===== config.mk =====
export PLATFORM = sky130hd
export DESIGN_NAME = sb_tx_arbiter
export DESIGN_NICKNAME = d
export VERILOG_FILES = /design/src/rtl/sb_tx_pkg.sv /design/src/rtl/rr_arb2.sv /design/src/rtl/sb_tx_arbiter.sv
export SDC_FILE = /design/constraint.sdc
export NUM_CORES = 1
export LEC_CHECK = 0
export ABC_AREA = 1
export BUFFER_PORTS_ARGS = -buffer_cell sky130_fd_sc_hd__buf_2
export CAP_MARGIN = 30
export CELL_PAD_IN_SITES_DETAIL_PLACEMENT = 1
export CELL_PAD_IN_SITES_GLOBAL_PLACEMENT = 2
export CORE_MARGIN = 3
export CORE_UTILIZATION = 30
export DETAILED_ROUTE_END_ITERATION = 8
export GPL_ROUTABILITY_DRIVEN = 0
export PLACE_DENSITY = 0.84
export SLEW_MARGIN = 10
export SYNTH_ARGS = -nofsm -noshare
export SYNTH_HDL_FRONTEND = slang
export SYNTH_SLANG_ARGS = --single-unit

===== constraint.sdc =====
create_clock -name sb_clk -period 2.1 [get_ports sb_clk]
set_input_delay 0.42 -clock sb_clk [delete_from_list [all_inputs] [get_ports sb_clk]]
set_output_delay 0.42 -clock sb_clk [all_outputs]
set_load 0.05 [all_outputs]

===== src/rtl/sb_tx_pkg.sv =====
// sb_tx_pkg -- shared definitions for the sideband transmit arbiter.
// Holds the FSM state encoding, the reserved transaction codes and the
// default parameter values used by sb_tx_arbiter.
package sb_tx_pkg;

    typedef enum logic [2:0] {
        ST_IDLE      = 3'd0,
        ST_WAIT_SENT = 3'd1,
        ST_RETRY     = 3'd2,
        ST_GAP       = 3'd3,
        ST_DISC      = 3'd4
    } sb_tx_state_e;

    localparam logic [2:0] TRANS_NONE = 3'b000;
    localparam logic [2:0] TRANS_DISC = 3'b111;

    localparam int DEF_TIMEOUT_CYCLES = 1000;
    localparam int DEF_MAX_RETRY      = 2;
    localparam int DEF_GAP_CYCLES     = 4;

endpackage


===== src/rtl/rr_arb2.sv =====
// rr_arb2 -- two-requester round-robin arbiter.
// Ports:
//   clk, rst   clock and asynchronous active-low reset
//   req[1:0]   request levels
//   advance    high when the current grant is being consumed
//   grant[1:0] one-hot grant (combinational from req and the pointer)
// The pointer favours req[0] after reset and afterwards favours the
// requester that was not granted last.
module rr_arb2 (
    input  logic       clk,
    input  logic       rst,
    input  logic [1:0] req,
    input  logic       advance,
    output logic [1:0] grant
);

    logic       ptr_r;
    logic [1:0] grant_s;

    // Pick the favoured requester if it asks, otherwise the other one.
    always_comb begin
        grant_s = 2'b00;
        case (ptr_r)
            1'b0: begin
                if (req[0]) begin
                    grant_s = 2'b01;
                end else if (req[1]) begin
                    grant_s = 2'b10;
                end else begin
                    grant_s = 2'b00;
                end
            end
            1'b1: begin
                if (req[1]) begin
                    grant_s = 2'b10;
                end else if (req[0]) begin
                    grant_s = 2'b01;
                end else begin
                    grant_s = 2'b00;
                end
            end
            default: grant_s = 2'b00;
        endcase
    end

    // Move the pointer away from whoever was just granted.
    always_ff @(posedge clk or negedge rst) begin
        if (!rst) begin
            ptr_r <= 1'b0;
        end else if (advance && (grant_s != 2'b00)) begin
            ptr_r <= grant_s[0];
        end else begin
            ptr_r <= ptr_r;
        end
    end

    assign grant = grant_s;

endmodule


===== src/rtl/sb_tx_arbiter.sv =====
// sb_tx_arbiter -- arbitrates FSM and register-response requests onto the
// sideband transaction generator, with timeout/retry and a forced
// disconnect code.
// Ports:
//   sb_clk, rst          sideband clock, asynchronous active-low reset
//   req_fsm/req_fsm_sel  control FSM request level and its code
//   req_rsp/req_rsp_sel  register-response request level and its code
//   disconnect_req       level forcing the disconnect code
//   trans_sent           completion pulse from the transaction generator
//   trans_sel            code to the generator (000 = none)
//   gnt_fsm, gnt_rsp     one-cycle accept pulses
//   busy                 high whenever the FSM is not IDLE
//   timeout_err          one-cycle pulse when a request is abandoned
module sb_tx_arbiter
    import sb_tx_pkg::*;
#(
    parameter int TIMEOUT_CYCLES = DEF_TIMEOUT_CYCLES,
    parameter int MAX_RETRY      = DEF_MAX_RETRY,
    parameter int GAP_CYCLES     = DEF_GAP_CYCLES
) (
    input  logic       sb_clk,
    input  logic       rst,
    input  logic       req_fsm,
    input  logic [2:0] req_fsm_sel,
    input  logic       req_rsp,
    input  logic [2:0] req_rsp_sel,
    input  logic       disconnect_req,
    input  logic       trans_sent,
    output logic [2:0] trans_sel,
    output logic       gnt_fsm,
    output logic       gnt_rsp,
    output logic       busy,
    output logic       timeout_err
);

    // A width of at least 1 keeps degenerate parameter values legal.
    localparam int TO_W  = (TIMEOUT_CYCLES > 1) ? $clog2(TIMEOUT_CYCLES) : 1;
    localparam int GAP_W = (GAP_CYCLES > 1) ? $clog2(GAP_CYCLES) : 1;

    sb_tx_state_e     state_r;
    logic [2:0]       code_r;
    logic [2:0]       trans_sel_r;
    logic             gnt_fsm_r;
    logic             gnt_rsp_r;
    logic             busy_r;
    logic             timeout_err_r;
    logic [TO_W-1:0]  to_cnt_r;
    logic [1:0]       retry_cnt_r;
    logic [GAP_W-1:0] gap_cnt_r;

    logic [1:0]       grant_s;
    logic             advance_s;
    logic [2:0]       pick_code_s;

    // Bit 0 is the response requester so it is favoured after reset.
    rr_arb2 u_rr_arb2 (
        .clk     (sb_clk),
        .rst     (rst),
        .req     ({req_fsm, req_rsp}),
        .advance (advance_s),
        .grant   (grant_s)
    );

    // Arbitration only consumes a grant in IDLE without a disconnect.
    always_comb begin
        advance_s = 1'b0;
        if ((state_r == ST_IDLE) && !disconnect_req) begin
            advance_s = 1'b1;
        end else begin
            advance_s = 1'b0;
        end
    end

    // Code belonging to the requester the arbiter selected.
    always_comb begin
        pick_code_s = TRANS_NONE;
        if (grant_s[0]) begin
            pick_code_s = req_rsp_sel;
        end else begin
            pick_code_s = req_fsm_sel;
        end
    end

    // Main control FSM; every output is a register updated here.
    always_ff @(posedge sb_clk or negedge rst) begin
        if (!rst) begin
            state_r       <= ST_IDLE;
            code_r        <= TRANS_NONE;
            trans_sel_r   <= TRANS_NONE;
            gnt_fsm_r     <= 1'b0;
            gnt_rsp_r     <= 1'b0;
            busy_r        <= 1'b0;
            timeout_err_r <= 1'b0;
            to_cnt_r      <= {TO_W{1'b0}};
            retry_cnt_r   <= 2'b00;
            gap_cnt_r     <= {GAP_W{1'b0}};
        end else begin
            gnt_fsm_r     <= 1'b0;
            gnt_rsp_r     <= 1'b0;
            timeout_err_r <= 1'b0;
            case (state_r)
                ST_IDLE: begin
                    if (disconnect_req) begin
                        state_r     <= ST_DISC;
                        trans_sel_r <= TRANS_DISC;
                        busy_r      <= 1'b1;
                    end else if (grant_s != 2'b00) begin
                        gnt_rsp_r   <= grant_s[0];
                        gnt_fsm_r   <= grant_s[1];
                        busy_r      <= 1'b1;
                        to_cnt_r    <= {TO_W{1'b0}};
                        retry_cnt_r <= 2'b00;
                        code_r      <= pick_code_s;
                        trans_sel_r <= pick_code_s;
                        // A null code is accepted but never issued.
                        if (pick_code_s == TRANS_NONE) begin
                            state_r   <= ST_GAP;
                            gap_cnt_r <= {GAP_W{1'b0}};
                        end else begin
                            state_r <= ST_WAIT_SENT;
                        end
                    end else begin
                        trans_sel_r <= TRANS_NONE;
                        busy_r      <= 1'b0;
                    end
                end
                ST_WAIT_SENT: begin
                    // Completion has priority over the terminal count, and
                    // a pending disconnect only takes over once we finish.
                    if (trans_sent || ((to_cnt_r == TO_W'(TIMEOUT_CYCLES - 1)) &&
                                       !(retry_cnt_r < 2'(MAX_RETRY)))) begin
                        timeout_err_r <= !trans_sent;
                        if (disconnect_req) begin
                            state_r     <= ST_DISC;
                            trans_sel_r <= TRANS_DISC;
                        end else begin
                            state_r     <= ST_GAP;
                            trans_sel_r <= TRANS_NONE;
                            gap_cnt_r   <= {GAP_W{1'b0}};
                        end
                    end else if (to_cnt_r == TO_W'(TIMEOUT_CYCLES - 1)) begin
                        state_r     <= ST_RETRY;
                        trans_sel_r <= TRANS_NONE;
                        if (retry_cnt_r != 2'b11) begin
                            retry_cnt_r <= retry_cnt_r + 2'b01;
                        end else begin
                            retry_cnt_r <= retry_cnt_r;
                        end
                    end else begin
                        to_cnt_r <= to_cnt_r + {{(TO_W-1){1'b0}}, 1'b1};
                    end
                end
                ST_RETRY: begin
                    to_cnt_r <= {TO_W{1'b0}};
                    if (disconnect_req) begin
                        state_r     <= ST_DISC;
                        trans_sel_r <= TRANS_DISC;
                    end else begin
                        state_r     <= ST_WAIT_SENT;
                        trans_sel_r <= code_r;
                    end
                end
                ST_GAP: begin
                    if (disconnect_req) begin
                        state_r     <= ST_DISC;
                        trans_sel_r <= TRANS_DISC;
                    end else if (gap_cnt_r == GAP_W'(GAP_CYCLES - 1)) begin
                        state_r <= ST_IDLE;
                        busy_r  <= 1'b0;
                    end else begin
                        gap_cnt_r <= gap_cnt_r + {{(GAP_W-1){1'b0}}, 1'b1};
                    end
                end
                ST_DISC: begin
                    if (!disconnect_req) begin
                        state_r     <= ST_GAP;
                        trans_sel_r <= TRANS_NONE;
                        gap_cnt_r   <= {GAP_W{1'b0}};
                    end else begin
                        trans_sel_r <= TRANS_DISC;
                    end
                end
                default: begin
                    state_r     <= ST_IDLE;
                    trans_sel_r <= TRANS_NONE;
                    busy_r      <= 1'b0;
                end
            endcase
        end
    end

    assign trans_sel   = trans_sel_r;
    assign gnt_fsm     = gnt_fsm_r;
    assign gnt_rsp     = gnt_rsp_r;
    assign busy        = busy_r;
    assign timeout_err = timeout_err_r;

endmodule


After elaboration in Yosys (flattened, before gate mapping)
Index checks and enable logic that the tools add are counted.
{ "totals": {"output_inout_bits": 7, "ff_bits": 28, "wordCells": 120} }
{ "classes": {"magnitude_cmp": 1, "n_reduce_logical": 21, "bitwise_logic": 3, "n_eq_ne": 23, "muxes": 58, "addsub": 3} }
{ "op_table": {"columns": ["operator", "count"], "rows": [
  ["2-to-1 mux 3 bit", 17],
  ["2-to-1 mux 10 bit", 4],
  ["2-to-1 mux 2 bit", 16],
  ["one-hot mux 10 bit (3 select lines)", 1],
  ["one-hot mux 3 bit (5 select lines)", 2],
  ["inequality test 2 bit (second input constant)", 12],
  ["2-to-1 mux 1 bit", 14],
  ["adder 10 x 1 -> 10 bit (second input constant)", 1],
  ["== test 10 bit (second input constant)", 1],
  ["one-hot mux 2 bit (2 select lines)", 2],
  ["one-hot mux 2 bit (4 select lines)", 1],
  ["AND reduction 7 bit", 1],
  ["== test 3 x 2 -> 1 bit (second input constant)", 2],
  ["logical NOT 3 bit", 2],
  ["inequality test 3 bit (second input constant)", 2],
  ["AND reduction 3 bit", 2],
  ["AND reduction 6 bit", 1],
  ["AND reduction 5 bit", 1],
  ["adder 2 x 1 -> 2 bit (second input constant)", 2],
  ["inequality test 2 x 1 -> 1 bit (second input constant)", 2],
  ["AND reduction 4 bit", 1],
  ["nonzero test 2 bit", 2],
  ["nonzero test 4 bit", 1],
  ["== test 3 x 1 -> 1 bit (second input constant)", 1],
  ["other kinds (12)", 18]
]} }

Depth between registers and ports, before layout
Gate-level depths: netlist of the first run.
{ "logic_depth": {"word_depth": 9, "depth_mapped": 11, "ltp_nobuf": 11} }

Cells and area by module
Synthesis of the first run repeated with hierarchy kept, for this count alone.
{ "unflattened": {"cells_unflattened": 270, "hier_area_um2": 1860.5} }
{ "by_module_without_submodules": {"columns": ["mod", "cells_each", "seq_area_each_um2", "instances", "area_each_um2"], "rows": [
  ["sb_tx_arbiter", 262, 675.6, 1, 1800.5],
  ["rr_arb2", 8, 25.0, 1, 60.1]
]} }

Worst setup path before layout of the first run
No wires, ideal clock.
{ "synth_path": {"path_kind": "register to register", "from": "register to_cnt_r[0]", "to": "register to_cnt_r[8]", "path_stages_with_launch": 12, "setup_slack_ns": 0.552, "arrival_ns": 1.431, "period_less_slack_ns": 1.548, "setup_time_ns": 0.117, "cell_sequence": "dfrtp_1 -> ha_1 -> nand2_1 -> nor2_1 -> nand3_1 -> nand2_1 -> nand2_1 -> nand2_2 -> inv_2 -> buf_6 -> nand2_1 -> o21ai_2"} }
{ "synth_via": {"elab_chain_cells": 5, "elab_cells_between_ends": 10, "cone_classes": "add/sub: 1; eq/ne: 3; mux: 3; reduce/logical: 3"} }
{ "synth_rtl": {"columns": ["item", "line", "source"], "rows": [
  ["from (decl)", "sb_tx_arbiter.sv:47", "logic [TO_W-1:0] to_cnt_r;"],
  ["from (signal assigned)", "sb_tx_arbiter.sv:94", "to_cnt_r <= {TO_W{1'b0}};"],
  ["from (signal assigned)", "sb_tx_arbiter.sv:111", "to_cnt_r <= {TO_W{1'b0}};"],
  ["from (signal assigned)", "sb_tx_arbiter.sv:150", "to_cnt_r <= to_cnt_r + {{(TO_W-1){1'b0}}, 1'b1};"],
  ["parallel branches: the longest is 5 deep, another holds adder 10 x 1 -> 10 bit", null, null]
]} }
Parallel ways; which one is timed is not known. The select of a mux whose other input is x is not followed.
A chain may end at the register's enable or synchronous reset.

Worst setup path in the final report of the first run
{ "layout_path": {"from": "register to_cnt_r[0]", "to": "register to_cnt_r[7]"} }
Same word-level chain as after synthesis.

==> results.toml, run 1 <==
[status]
run_status = "completed"

[drt]
wl_per_cell_um = 12.6
vias = 1610
drt_antenna_net_count = 0
drtPass1Iterations = 4
drt-vias-per-instance = 4.60
finalWirelength_um = 4430
route.detailed.drc = 0
dr.first_iter.drc_count = 46

[clock_network]
ctsHtreeMaxLevel = 1
clk_path_buf_depth = 2
worst_setup_hold_path_clk_slew_ns = 0.11
post-cts-setup-buffers = 0
clock-sinks = 28
tritoncts = "yes"
cts_hold_buffers = 0
clk_root_buffer_cell = "clkbuf_8"
worstSkewPairLatency_ns = 0.29
post_cts_resize_count = 0
tritoncts.num_buffers = 3

[pwr]
power_per_cell_area_mw_per_mm2 = 1240
power.net_switching_mw = 1.19
p_int_mw = 1.31
power.static_leakage_nw = 1.03
vdd.ir_drop.worst_mv = 0.654
sequentialPowerShare_pct = 33.0
power.combinational.fraction_pct = 48.9
clock_power_share_pct = 18.1
netSwitchingFraction_pct = 47.6

[critical_path]
critical_path.startpoint_type = "flip-flop"
crit_top_cell = "nand2_1"
critical_path_required_ns = 2.29
slowest_stage = "dfrtp_1"
critical_path.max_stage_delay_ns = 0.48
worst-endpoint-arrival_ns = 1.94
worstRegToRegCells = 10
critical_path_class = "reg -> reg"
cp_cell_sequence = "ha_1 -> nand2_1 -> nor2_1 -> nand3_1 -> nand2_1 -> nand2_1 -> nand2_2 -> inv_2 -> nand2_1 -> o21ai_2"
critical_path.max_fanout = 12
crit_path_end_kind = "flip-flop"

[timing]
fin_setup_tns_ns = 0
relSlewSlack_pct = 55.2
max_freq_mhz = 571
final_setup_vio_count = 0
final_critical_delay_including_setup_and_external_delays_ns = 1.75
rsz0062_at_grt = "false"
final_max_slew_viols = 0
tightestPinTransition_ns = 0.672
timing.clock.skew_ns = 0.00918
hold_ws_ns = 0.153
count_of_endpoints_failing_hold_in_the_final_timing_report = 0
fraction_of_the_cycle_the_final_worst_path_needs_pct = 83.4

[cells_and_area]
utilization_pct = 35.8
most_frequent_standard_cell_in_the_layout_excluding_fill_and_tap_cells = "nand2_1"
post_route_cells_drive_above_1_share_pct = 14.7
area_growth_pct = 13.8
mostFrequentLayoutCells = "91 x nand2_1, 38 x nor2_1, 28 x dfrtp_1"
final_area_mm2 = 0.00201
antennaDiodeCount = 0
finish.net_count = 294

[worst_hold_path]
worst_hold_path_type = "in -> async"

[yosys]
syn-cell-area_mm2 = 0.00176
synth-simple-area-share_pct = 40.7
yosys.cell_types.count = 27
gate_count_of_the_mapped_netlist = 257
post_synth_mux_area_share_pct = 0
synth_xor_xnor_area_share_pct = 2.98
syn_area_per_cell_um2 = 6.86
ys_seq_area_share_pct = 39.7
ys_seq_elements = 28
ys.warnings.count = 0
post_synth_fa_ha_maj_area_fraction_pct = 2.13
synth.net_count = 272
synth-compound-area-share_pct = 7.10
largest_family_of_logic_cells_by_synthesized_area = "simple AND/OR/NAND/NOR gates"

[global_route]
grt_overflow_total = 0
grt_max_degree = 29
first_global_vias = 1612
grt.total_usage_pct = 14.3
antenna_found_initial = 0
wire_length_of_the_first_global_routing_pass_um = 7470

[placed_design]
placement.cell_area_mm2 = 0.00194
post-dp-hpwl_um = 3430
place.port_buffers = 18

[floorplan]
ios = 19
chipWidth_um = 82.7
floorplan.initialDensity_pct = 31.4
die_y_um = 82.7
fp-row-count = 27
floorplan.die_area_mm2 = 0.00683
core_area_mm2 = 0.00561

[job]
maxCapViolCount = 0
logic make-up after synthesis:
| family | count (synthesis) |
|---|---|
| xor gates and xnor gates | 6 |
| DFF | 28 |
| AOI/OAI and AO/OA | 20 |
| and+or+nand+nor | 168 |
| adders and majority gates | 3 |
| buffers and inverters | 32 |
metrics by stage:
step	setup WS (ns)	cells	power, mW
6_report	0.349	350	2.50
5_1_grt	0.0880	350	2.75
4_1_cts	0.308	350	2.55
3_5_place_dp	0.328	346	2.08
3_3_place_gp	0.366	346	2.06
2_1_floorplan	0.552	257	1.78
registers in the layout (all words and copies together) (netlist names):
register and cells:
to_cnt_r 10, code_r 3, state_r 3, trans_sel 3
gap_cnt_r 2, retry_cnt_r 2, busy 1, gnt_fsm 1
gnt_rsp 1, timeout_err 1, u_rr_arb2.ptr_r 1
layout make-up:
cell class / count / area [um^2]
Inverter: 30 / 115
Clock buffer: 3 / 41.3
Tap cell: 72 / 90.1
Sequential cell: 28 / 701
Timing Repair Buffer: 19 / 97.6
Fill cell: 756 / 3600
Multi-Input combinational cell: 197 / 932
Clock inverter: 1 / 30.0
metal layers:
metal	wire [um]	vias up	track usage [%]
met5	0	-	0
met2	1970	17	23.1
met3	108	4	2.28
met4	43	0	3.92
met1	2300	748	19.6
li1	-	841	-
final timing paths:
path	slack [ns]	start	to
max	0.35	to_cnt_r[0]	to_cnt_r[7]
min	0.15	rst	timeout_err
max reg2reg	0.35	to_cnt_r[0]	to_cnt_r[7]
min reg2reg	0.48	busy	busy
max in group asynchronous	1.51	rst	code_r[1]
min in group sb_clk	0.36	trans_sent	timeout_err
worst max-delay path, delay by kind of cell, from the launching register on:
family / cells / cell delay (ns)
and+or+nand+nor: 7 / 0.76
DFF: 1 / 0.48
adders and majority gates: 1 / 0.23
buffers and inverters: 1 / 0.14
AOI/OAI and AO/OA: 1 / 0.05
power by group through the flow:
| stage | registers, mW | clock network (mW) | logic (mW) |
|---|---|---|---|
| 2_1_floorplan | 0.964 | 0 | 0.812 |
| 5_1_grt | 0.848 | 0.492 | 1.41 |
| 3_3_place_gp | 0.832 | 0 | 1.23 |
| 6_report | 0.822 | 0.452 | 1.22 |
| 3_5_place_dp | 0.834 | 0 | 1.25 |
| 4_1_cts | 0.824 | 0.470 | 1.25 |
Yosys cell counts:
master     instances  area [um^2]
a21boi_0           1         7.51
a21oi_1            6         30.0
a21oi_2            2         17.5
and2_1             1         6.26
buf_6              1         11.3
clkbuf_1           1         3.75
dfrtp_1           28          701
ha_1               3         37.5
inv_1             25         93.8
inv_2              4         15.0
inv_4              1         6.26
nand2_1           91          342
nand2_2            3         18.8
nand3_1           19         95.1
nand3b_1           3         22.5
nand4_1            2         12.5
nor2_1            38          143
nor2_2             2         12.5
nor2_4             3         33.8
nor3_1             5         25.0
o2111ai_1          1         8.76
o21ai_0            6         30.0
o21ai_1            1         5.00
o21ai_2            3         26.3
or2_0              1         6.26
xnor2_1            2         17.5
xor2_1             4         35.0
Note: power is estimated with default switching activity, not from simulation.
==> inputs of run 2 (changes only) <==
==> constraint.sdc (replaced) <==
create_clock -name sb_clk -period 1.8 [get_ports sb_clk]
set_input_delay 0.36 -clock sb_clk [delete_from_list [all_inputs] [get_ports sb_clk]]
set_output_delay 0.36 -clock sb_clk [all_outputs]
set_load 0.05 [all_outputs]
==> run 2 against run 1 <==
Via count up 3.2%. Die area unchanged. Worst setup slack worse by 0.19 ns. Global-route usage up 1.6 points. Sequential share of layout area down 0.72 points. Clock power up 19%. Largest cell class unchanged.
==> results.toml, run 2 (synthesized netlist as in run 1, its figures left out) <==
[clock_network]
worst_setup_hold_path_clk_slew_ns = 0.11
tritoncts.num_buffers = 3
post_cts_resize_count = 0
tritoncts = "yes"
ctsHtreeMaxLevel = 1
clock-sinks = 28
worstSkewPairLatency_ns = 0.29
cts_hold_buffers = 0
clk_path_buf_depth = 2
post-cts-setup-buffers = 0
clk_root_buffer_cell = "clkbuf_8"

[global_route]
antenna_found_initial = 0
grt_max_degree = 29
grt_overflow_total = 0
grt.total_usage_pct = 15.8
wire_length_of_the_first_global_routing_pass_um = 8250
first_global_vias = 1751

[critical_path]
worstRegToRegCells = 10
critical_path.startpoint_type = "flip-flop"
end_of_the_worst_register_to_register_path = "to_cnt_r[2]"
critical_path_class = "reg -> reg"
crit_path_end_kind = "flip-flop"
r2r_startpoint = "to_cnt_r[0]"
critical_path.max_fanout = 12
critical_path_required_ns = 2.03
worst-endpoint-arrival_ns = 1.87
worst_setup_path_startpoint = "to_cnt_r[0]"
worstSetupEndpoint = "to_cnt_r[2]"
reg2reg_slack_ns = 0.16

[pwr]
netSwitchingFraction_pct = 47.8
power.net_switching_mw = 1.43
clock_power_share_pct = 17.9
p_int_mw = 1.56
vdd.ir_drop.worst_mv = 0.690
power.static_leakage_nw = 1.05
sequentialPowerShare_pct = 31.8
power_per_cell_area_mw_per_mm2 = 1460
p_total_mw = 2.99
power.combinational.fraction_pct = 50.3

[cells_and_area]
largest_register_ffs = 10
post_route_cells_drive_above_1_share_pct = 17.1
antennaDiodeCount = 0
most_frequent_standard_cell_in_the_layout_excluding_fill_and_tap_cells = "nand2_1"
largest-register = "to_cnt_r"
finish.net_count = 297
area_growth_pct = 16.3
mostFrequentLayoutCells = "90 x nand2_1, 35 x nor2_1, 28 x dfrtp_1"

[drt]
drtPass1Iterations = 4
drt-vias-per-instance = 4.71
wl_per_cell_um = 13.2
routed-wl-met2_um = 2230
dr.first_iter.drc_count = 53
finalWirelength_um = 4670
met3RoutedLength_um = 109
dr_top_layer = "met4"
vias = 1662
drt_antenna_net_count = 0
wl_met1_um = 2230
route.detailed.drc = 0

[timing]
timing.clock.skew_ns = 0.00299
max_freq_mhz = 610
final_setup_vio_count = 0
tightestPinTransition_ns = 0.688
rsz0062_at_grt = "false"
relSlewSlack_pct = 54.1
final_max_slew_viols = 0
count_of_endpoints_failing_hold_in_the_final_timing_report = 0
final_critical_delay_including_setup_and_external_delays_ns = 1.64
fraction_of_the_cycle_the_final_worst_path_needs_pct = 91.1
fin_setup_tns_ns = 0

[floorplan]
die_y_um = 82.7
core_area_mm2 = 0.00561
floorplan.initialDensity_pct = 31.4
floorplan.die_area_mm2 = 0.00683
fp-row-count = 27
ios = 19
chipWidth_um = 82.7

[placed_design]
place.port_buffers = 18
post-dp-hpwl_um = 3610

[worst_hold_path]
worst_hold_path_type = "in -> async"

[job]
maxCapViolCount = 0

[status]
run_status = "completed"
run 2: area by class of cell:
type                            instances  area, um^2
Timing Repair Buffer                   22         120
Clock buffer                            3        41.3
Clock inverter                          1        30.0
Multi-Input combinational cell        197         950
Inverter                               30         118
Fill cell                             753        3560
Tap cell                               72        90.1
Sequential cell                        28         701
run 2: layer usage:
metal,vias up,global-route usage (%)
li1,847,-
met1,788,20.4
met2,20,26.8
met3,7,2.17
met4,0,5.88
met5,-,0
run 2: worst min path at each step:
stage,to,startpoint,slack [ns],depth (start not counted)
final,retry_cnt_r[0],rst,0.1,1
after CTS,timeout_err,rst,0.13,1
after global routing,to_cnt_r[3],rst,0.15,1
after floorplan,busy,rst,0.06,0
after global placement,retry_cnt_r[0],rst,0.44,1
after detailed placement,retry_cnt_r[0],rst,0.45,1
run 2: power by group through the flow:
stage	Clock, mW	Combinational (mW)	Sequential [mW]
finish	0.536	1.50	0.949
global route	0.574	1.74	0.973
CTS	0.550	1.51	0.948
detailed placement	0	1.50	0.959
global placement	0	1.48	0.954
floorplan	0	0.948	1.12
run 2: per-stage QoR:
step | setup WS, ns | instances | hold slack (ns) | utilization (%) | area (um^2)
3_5_place_dp | 0.121 | 349 | 0.454 | 34.9 | 1960
2_1_floorplan | 0.252 | 257 | 0.0644 | - | 1760
5_1_grt | 0.00237 | 353 | 0.148 | 36.5 | 2050
4_1_cts | 0.0967 | 353 | 0.128 | 36.2 | 2030
6_report | 0.160 | 353 | 0.0976 | 36.5 | 2050
3_3_place_gp | 0.140 | 349 | 0.445 | 34.9 | 1960
run 2: critical path, cell delays in order, from the launching register on:
cell and delay, ns:
dfrtp_1 0.40, ha_1 0.23, nand2_1 0.13, nor2_1 0.07
nand3_1 0.14, nand2_1 0.07, nand2_1 0.07, nand2_2 0.11
inv_4 0.17, nand2_1 0.07, a21oi_1 0.12
